## src/rtl/mem_arb_pkg.sv

```systemverilog
// Shared types and constants for the IF/MEM memory port arbiter.
// The state encoding is fixed so waveforms decode identically across tools.
package mem_arb_pkg;

    typedef enum logic [1:0] {
        IDLE   = 2'd0,
        GNT_IF = 2'd1,
        GNT_DM = 2'd2,
        RESP   = 2'd3
    } arb_state_t;

    localparam logic [3:0] STRB_NONE      = 4'b0000;
    localparam int         STARVE_MAX_DEF = 4;
    localparam int         TIMEOUT_DEF    = 64;
    localparam int         STARVE_W       = 4;
    localparam int         WAIT_W         = 8;

    // Saturating increment used by the fetch starvation guard.
    function automatic logic [STARVE_W-1:0] sat_inc(
        input logic [STARVE_W-1:0] value,
        input logic [STARVE_W-1:0] limit
    );
        return (value >= limit) ? limit : value + STARVE_W'(1);
    endfunction

endpackage

```

## src/rtl/arb_timeout_ctr.sv

```systemverilog
// Loadable wait counter; tc flags the last cycle a memory access may wait
// before the arbiter aborts it.
module arb_timeout_ctr
    import mem_arb_pkg::*;
#(
    parameter int WIDTH    = WAIT_W,
    parameter int TERMINAL = TIMEOUT_DEF - 1
) (
    input  logic             clk,
    input  logic             reset,
    input  logic             load,
    input  logic [WIDTH-1:0] load_val,
    input  logic             en,
    output logic             tc
);

    localparam logic [WIDTH-1:0] TC_VAL = WIDTH'(TERMINAL);

    logic [WIDTH-1:0] count_reg;

    always_ff @(posedge clk) begin
        if (reset) begin
            count_reg <= '0;
        end else if (load) begin
            count_reg <= load_val;
        end else if (en) begin
            count_reg <= count_reg + WIDTH'(1);
        end
    end

    assign tc = (count_reg == TC_VAL);

endmodule

```

## src/rtl/mem_port_arbiter.sv

```systemverilog
// Arbitrates the single-ported unified memory between instruction fetch and
// the data port: data first, bounded fetch starvation, timeout to bus error.
module mem_port_arbiter
    import mem_arb_pkg::*;
#(
    parameter int ADDR_W     = 32,
    parameter int DATA_W     = 32,
    parameter int STARVE_MAX = STARVE_MAX_DEF,
    parameter int TIMEOUT    = TIMEOUT_DEF
) (
    input  logic              clk,
    input  logic              reset,
    input  logic              if_req,
    input  logic [ADDR_W-1:0] if_addr,
    output logic [DATA_W-1:0] if_rdata,
    output logic              if_ready,
    input  logic              dm_req,
    input  logic              dm_we,
    input  logic [ADDR_W-1:0] dm_addr,
    input  logic [DATA_W-1:0] dm_wdata,
    input  logic [3:0]        dm_wstrb,
    output logic [DATA_W-1:0] dm_rdata,
    output logic              dm_ready,
    output logic              mem_req,
    output logic              mem_we,
    output logic [ADDR_W-1:0] mem_addr,
    output logic [DATA_W-1:0] mem_wdata,
    output logic [3:0]        mem_wstrb,
    input  logic              mem_ack,
    input  logic [DATA_W-1:0] mem_rdata,
    output logic              bus_err
);

    localparam logic [STARVE_W-1:0] STARVE_LIM = STARVE_W'(STARVE_MAX);

    arb_state_t          state_reg, state_next;
    logic                mem_req_reg, mem_req_next;
    logic                mem_we_reg, mem_we_next;
    logic [ADDR_W-1:0]   mem_addr_reg, mem_addr_next;
    logic [DATA_W-1:0]   mem_wdata_reg, mem_wdata_next;
    logic [3:0]          mem_wstrb_reg, mem_wstrb_next;
    logic [DATA_W-1:0]   if_rdata_reg, if_rdata_next;
    logic [DATA_W-1:0]   dm_rdata_reg, dm_rdata_next;
    logic                if_ready_reg, if_ready_next;
    logic                dm_ready_reg, dm_ready_next;
    logic                bus_err_reg, bus_err_next;
    logic [STARVE_W-1:0] starve_reg, starve_next;
    logic                ctr_load, ctr_en, wait_tc;
    logic [3:0]          dm_strb_eff;

    // Loads never drive byte strobes onto the memory bus.
    genvar gi;
    generate
        for (gi = 0; gi < 4; gi++) begin : g_strb
            assign dm_strb_eff[gi] = dm_we & dm_wstrb[gi];
        end
    endgenerate

    arb_timeout_ctr #(
        .WIDTH    (WAIT_W),
        .TERMINAL (TIMEOUT - 1)
    ) u_wait_ctr (
        .clk      (clk),
        .reset    (reset),
        .load     (ctr_load),
        .load_val ('0),
        .en       (ctr_en),
        .tc       (wait_tc)
    );

    always_ff @(posedge clk) begin
        if (reset) begin
            state_reg     <= IDLE;
            mem_req_reg   <= 1'b0;
            mem_we_reg    <= 1'b0;
            mem_addr_reg  <= '0;
            mem_wdata_reg <= '0;
            mem_wstrb_reg <= STRB_NONE;
            if_rdata_reg  <= '0;
            dm_rdata_reg  <= '0;
            if_ready_reg  <= 1'b0;
            dm_ready_reg  <= 1'b0;
            bus_err_reg   <= 1'b0;
            starve_reg    <= '0;
        end else begin
            state_reg     <= state_next;
            mem_req_reg   <= mem_req_next;
            mem_we_reg    <= mem_we_next;
            mem_addr_reg  <= mem_addr_next;
            mem_wdata_reg <= mem_wdata_next;
            mem_wstrb_reg <= mem_wstrb_next;
            if_rdata_reg  <= if_rdata_next;
            dm_rdata_reg  <= dm_rdata_next;
            if_ready_reg  <= if_ready_next;
            dm_ready_reg  <= dm_ready_next;
            bus_err_reg   <= bus_err_next;
            starve_reg    <= starve_next;
        end
    end

    always_comb begin
        state_next     = state_reg;
        mem_req_next   = mem_req_reg;
        mem_we_next    = mem_we_reg;
        mem_addr_next  = mem_addr_reg;
        mem_wdata_next = mem_wdata_reg;
        mem_wstrb_next = mem_wstrb_reg;
        if_rdata_next  = if_rdata_reg;
        dm_rdata_next  = dm_rdata_reg;
        if_ready_next  = 1'b0;
        dm_ready_next  = 1'b0;
        bus_err_next   = 1'b0;
        starve_next    = starve_reg;
        ctr_load       = 1'b0;
        ctr_en         = 1'b0;

        case (state_reg)
            IDLE: begin
                if (dm_req && !(if_req && starve_reg == STARVE_LIM)) begin
                    state_next     = GNT_DM;
                    mem_req_next   = 1'b1;
                    mem_we_next    = dm_we;
                    mem_addr_next  = dm_addr;
                    mem_wdata_next = dm_wdata;
                    mem_wstrb_next = dm_strb_eff;
                    starve_next    = if_req ? sat_inc(starve_reg, STARVE_LIM) : '0;
                    ctr_load       = 1'b1;
                end else if (if_req) begin
                    state_next     = GNT_IF;
                    mem_req_next   = 1'b1;
                    mem_we_next    = 1'b0;
                    mem_addr_next  = if_addr;
                    mem_wstrb_next = STRB_NONE;
                    starve_next    = '0;
                    ctr_load       = 1'b1;
                end
            end
            GNT_IF, GNT_DM: begin
                // An ack in the terminal cycle still counts as a normal completion.
                if (mem_ack || wait_tc) begin
                    state_next   = RESP;
                    mem_req_next = 1'b0;
                    bus_err_next = !mem_ack;
                    ctr_load     = 1'b1;
                    if (state_reg == GNT_IF) begin
                        if_ready_next = 1'b1;
                        if_rdata_next = mem_ack ? mem_rdata : '0;
                    end else begin
                        dm_ready_next = 1'b1;
                        dm_rdata_next = mem_ack ? mem_rdata : '0;
                    end
                end else begin
                    ctr_en = 1'b1;
                end
            end
            RESP: begin
                state_next = IDLE;
            end
            default: begin
                state_next = IDLE;
            end
        endcase
    end

    assign mem_req   = mem_req_reg;
    assign mem_we    = mem_we_reg;
    assign mem_addr  = mem_addr_reg;
    assign mem_wdata = mem_wdata_reg;
    assign mem_wstrb = mem_wstrb_reg;
    assign if_rdata  = if_rdata_reg;
    assign dm_rdata  = dm_rdata_reg;
    assign if_ready  = if_ready_reg;
    assign dm_ready  = dm_ready_reg;
    assign bus_err   = bus_err_reg;

endmodule

```

## config.mk

```make
export PLATFORM = sky130hd
export DESIGN_NAME = mem_port_arbiter
export DESIGN_NICKNAME = d
export VERILOG_FILES = /design/src/rtl/mem_arb_pkg.sv /design/src/rtl/arb_timeout_ctr.sv /design/src/rtl/mem_port_arbiter.sv
export SDC_FILE = /design/constraint.sdc
export NUM_CORES = 1
export LEC_CHECK = 0
export ABC_AREA = 0
export CAP_MARGIN = 40
export CORE_UTILIZATION = 41
export DETAILED_ROUTE_END_ITERATION = 8
export GPL_ROUTABILITY_DRIVEN = 0
export HOLD_SLACK_MARGIN = 0.02
export PLACE_DENSITY = 0.87
export SYNTH_ARGS = -nofsm -noshare
export SYNTH_HDL_FRONTEND = slang
export SYNTH_SLANG_ARGS = --single-unit
```

## constraint.sdc

```tcl
create_clock -name clk -period 2.3 [get_ports clk]
set_clock_uncertainty 0.2 [all_clocks]
set_input_delay 0.345 -clock clk [delete_from_list [all_inputs] [get_ports clk]]
set_output_delay 0.345 -clock clk [all_outputs]
set_load 0.02 [all_outputs]
```

==> results.ini <==
[worst_hold_path]
holdPathStages=2
hold_path_end=mem_wstrb[2]
hold_path.class=input pin to flip-flop
min_from=reset

[clock_network]
cts_resized=0
cts-root-buf=clkbuf_16
holdBufCountCts=0
postCtsSetupBuffers=0
clk_path_buf_depth=2
ctsHtreeMaxLevel=4
cts_tree=built
cts_sinks=151
clk_latency_ns=0.41
path_clk_slew_ns=0.06
cts_buffers=17

[floorplanning]
dieWidth_um=120
die_height_um=120
fp.dieArea_um2=14300
design.portCount=275
rows=42
core_um2=13400
initial_core_util=0.424

[critical_path]
startpoint=u_wait_ctr.count_reg[0]
cp-end-kind=flip-flop
cpLargestDelayFamily=compound AO/OA/AOI/OAI gates
crit_path_start_kind=flip-flop
slowest_stage=a31oi_4
path_cells=ha_1 > nor3b_2 > a21o_4 > a31oi_4 > buf_8 > a32o_1
r2r-start=u_wait_ctr.count_reg[0]
reg2reg_depth=6
worst-setup-path-type=flip-flop to flip-flop
r2r_slack_ns=0.20
crit_fanout=18
arrival_ns=2.25
cp_slowest_stage_delay_ns=0.47
path_depth=6
cp.required_ns=2.45
r2r_end=if_rdata[26]
crit_buf_inv=1

[global_route]
grt_pass1_vias=5208
overflow=0
grtUsageTotal=0.230
antenna_found_initial=0
grt_max_degree=65
grt_first_pass_wirelength_um=26000

[timing]
finalHoldViolCount=0
finalSetupTns_ns=0
setup_viol=0
fin_crit_sh=0.913
hold_ws_ns=0.109
fmax_ghz=0.476
worst_slew_pin_slew_ns=0.662
max_slew_margin=0.559
rsz0062_at_grt=false
fin_crit_ns=2.10
slew_viol_final=0

[routing]
ant_nets=0
drtIter0Drc=244
viasPerCell=5.24
dr_total_vias=5278
drtPass1Iterations=5
post_drt_wl_per_cell_um=16.3
finalWirelength_um=16400
drc_errors=0

[synth]
syn_nets=703
synthCells=558
syn_area_per_cell_um2=10.2
synth_edf_count=0
yosysUniqueCellTypes=46
yosysWarnings=0
ys_async_sr_fraction=0
synthesis.area_um2=5680
ys_ff_latch=151
yosys_most_used_dff=dfxtp_1
seq_area_frac_synth=0.532

[run_status]
status=finished clean

[power]
pwr-share-seq=0.350
pwr-share-comb=0.357
power.total_w=0.00957
p_int_w=0.00634
p_leak_nw=3.43
peakVddDrop_mv=0.758
switching_power_w=0.00323
swShare=0.338
power_frac_clock=0.293
power_density_nw_per_um2=1040

[cells_and_area]
nFillCells=998
drive_gt1_frac=0.0817
final_util=0.684
nets=964
mostFrequentLayoutCells=272 x clkdlybuf4s50_1, 151 x dfxtp_1, 75 x a21oi_1
antenna_cells=0
areaGrowthSynthToFinish_pct=61.3
mostFrequentLayoutCell=clkdlybuf4s50_1

[run]
max_cap_violations=0

[placed_design]
hpwl_um=11200
port_buffers=274

layout make-up:
type,count,area [µm²],share of cell area
timing repair buffer,293,2930,0.320
tap,176,220,0.0240
sequential,151,3020,0.330
inverter,6,22.5,0.00246
clock buffer,18,439,0.0479
multi-input combinational,350,2360,0.258
clock inverter,14,165,0.0180
Yosys cell counts (all sizes together), types with 2 or more instances:
library cell  count  area (µm²)
inv               6        22.5
dfxtp           151        3020
xor2              3        26.3
a31oi             3        48.8
a32o             64         642
and3              5        31.3
nand4             7        43.8
nor3              2        10.0
mux2i            35         350
nor2              9        33.8
clkbuf           31         116
and2              3        21.3
nand2            74         278
nand3             3        15.0
buf              20         160
or3b              2        17.5
nand2b            3        18.8
xnor2             2        17.5
o21ai            36         180
a21o              2        23.8
a21oi            75         375
ha                7        87.6
kinds of logic (layout without fill, tap and decap cells):
family                     Yosys count  count (layout)  share of synthesized area
AOI/OAI and AO/OA                  188             188                      0.235
xor gates and xnor gates             5               5                    0.00771
adders and majority gates            7               7                     0.0154
buffers and inverters               57             331                     0.0526
DFF                                151             151                      0.532
muxes                               36              36                     0.0637
and+or+nand+nor                    114             114                     0.0932
power by group through the flow:
stage	logic [W]	clock network [W]	registers (W)
global route	0.00367	0.00297	0.00341
finish	0.00342	0.00280	0.00335
global placement	0.00337	0	0.00338
floorplan	0.00129	0	0.00395
detailed placement	0.00340	0	0.00340
CTS	0.00344	0.00285	0.00335
how the worst max path moves through the flow:
stage / endpoint / slack [ns]
6_report: if_rdata[26] / 0.20
3_3_place_gp: if_rdata[20] / 0.13
4_1_cts: if_rdata[25] / 0.20
3_5_place_dp: mem_addr[23] / 0.18
5_1_grt: if_rdata[26] / 0.10
2_1_floorplan: u_wait_ctr.count_reg[6] / 0.42
routing by layer:
metal	vias to the layer above	part of all wire	global-route usage
met5	-	0	0
met4	0	0.029	0.105
met3	32	0.062	0.0694
met2	187	0.51	0.406
met1	2471	0.40	0.250
li1	2588	-	-
metrics by stage:
step           worst slack, ns  area, µm²  std cells
2_1_floorplan            0.423       5680        558
3_3_place_gp             0.131       8540        975
3_5_place_dp             0.183       8560        976
4_1_cts                  0.203       9160       1008
5_1_grt                  0.105       9160       1008
6_report                 0.201       9160       1008
worst reg2reg max path, delay by kind of cell, from the launching register on:
kind	cells	cell delay, ns
buffers and inverters	1	0.24
and+or+nand+nor	1	0.17
AOI/OAI and AO/OA	3	0.86
adders and majority gates	1	0.23
DFF	1	0.33
No activity file was read; power rests on OpenSTA's default activity.
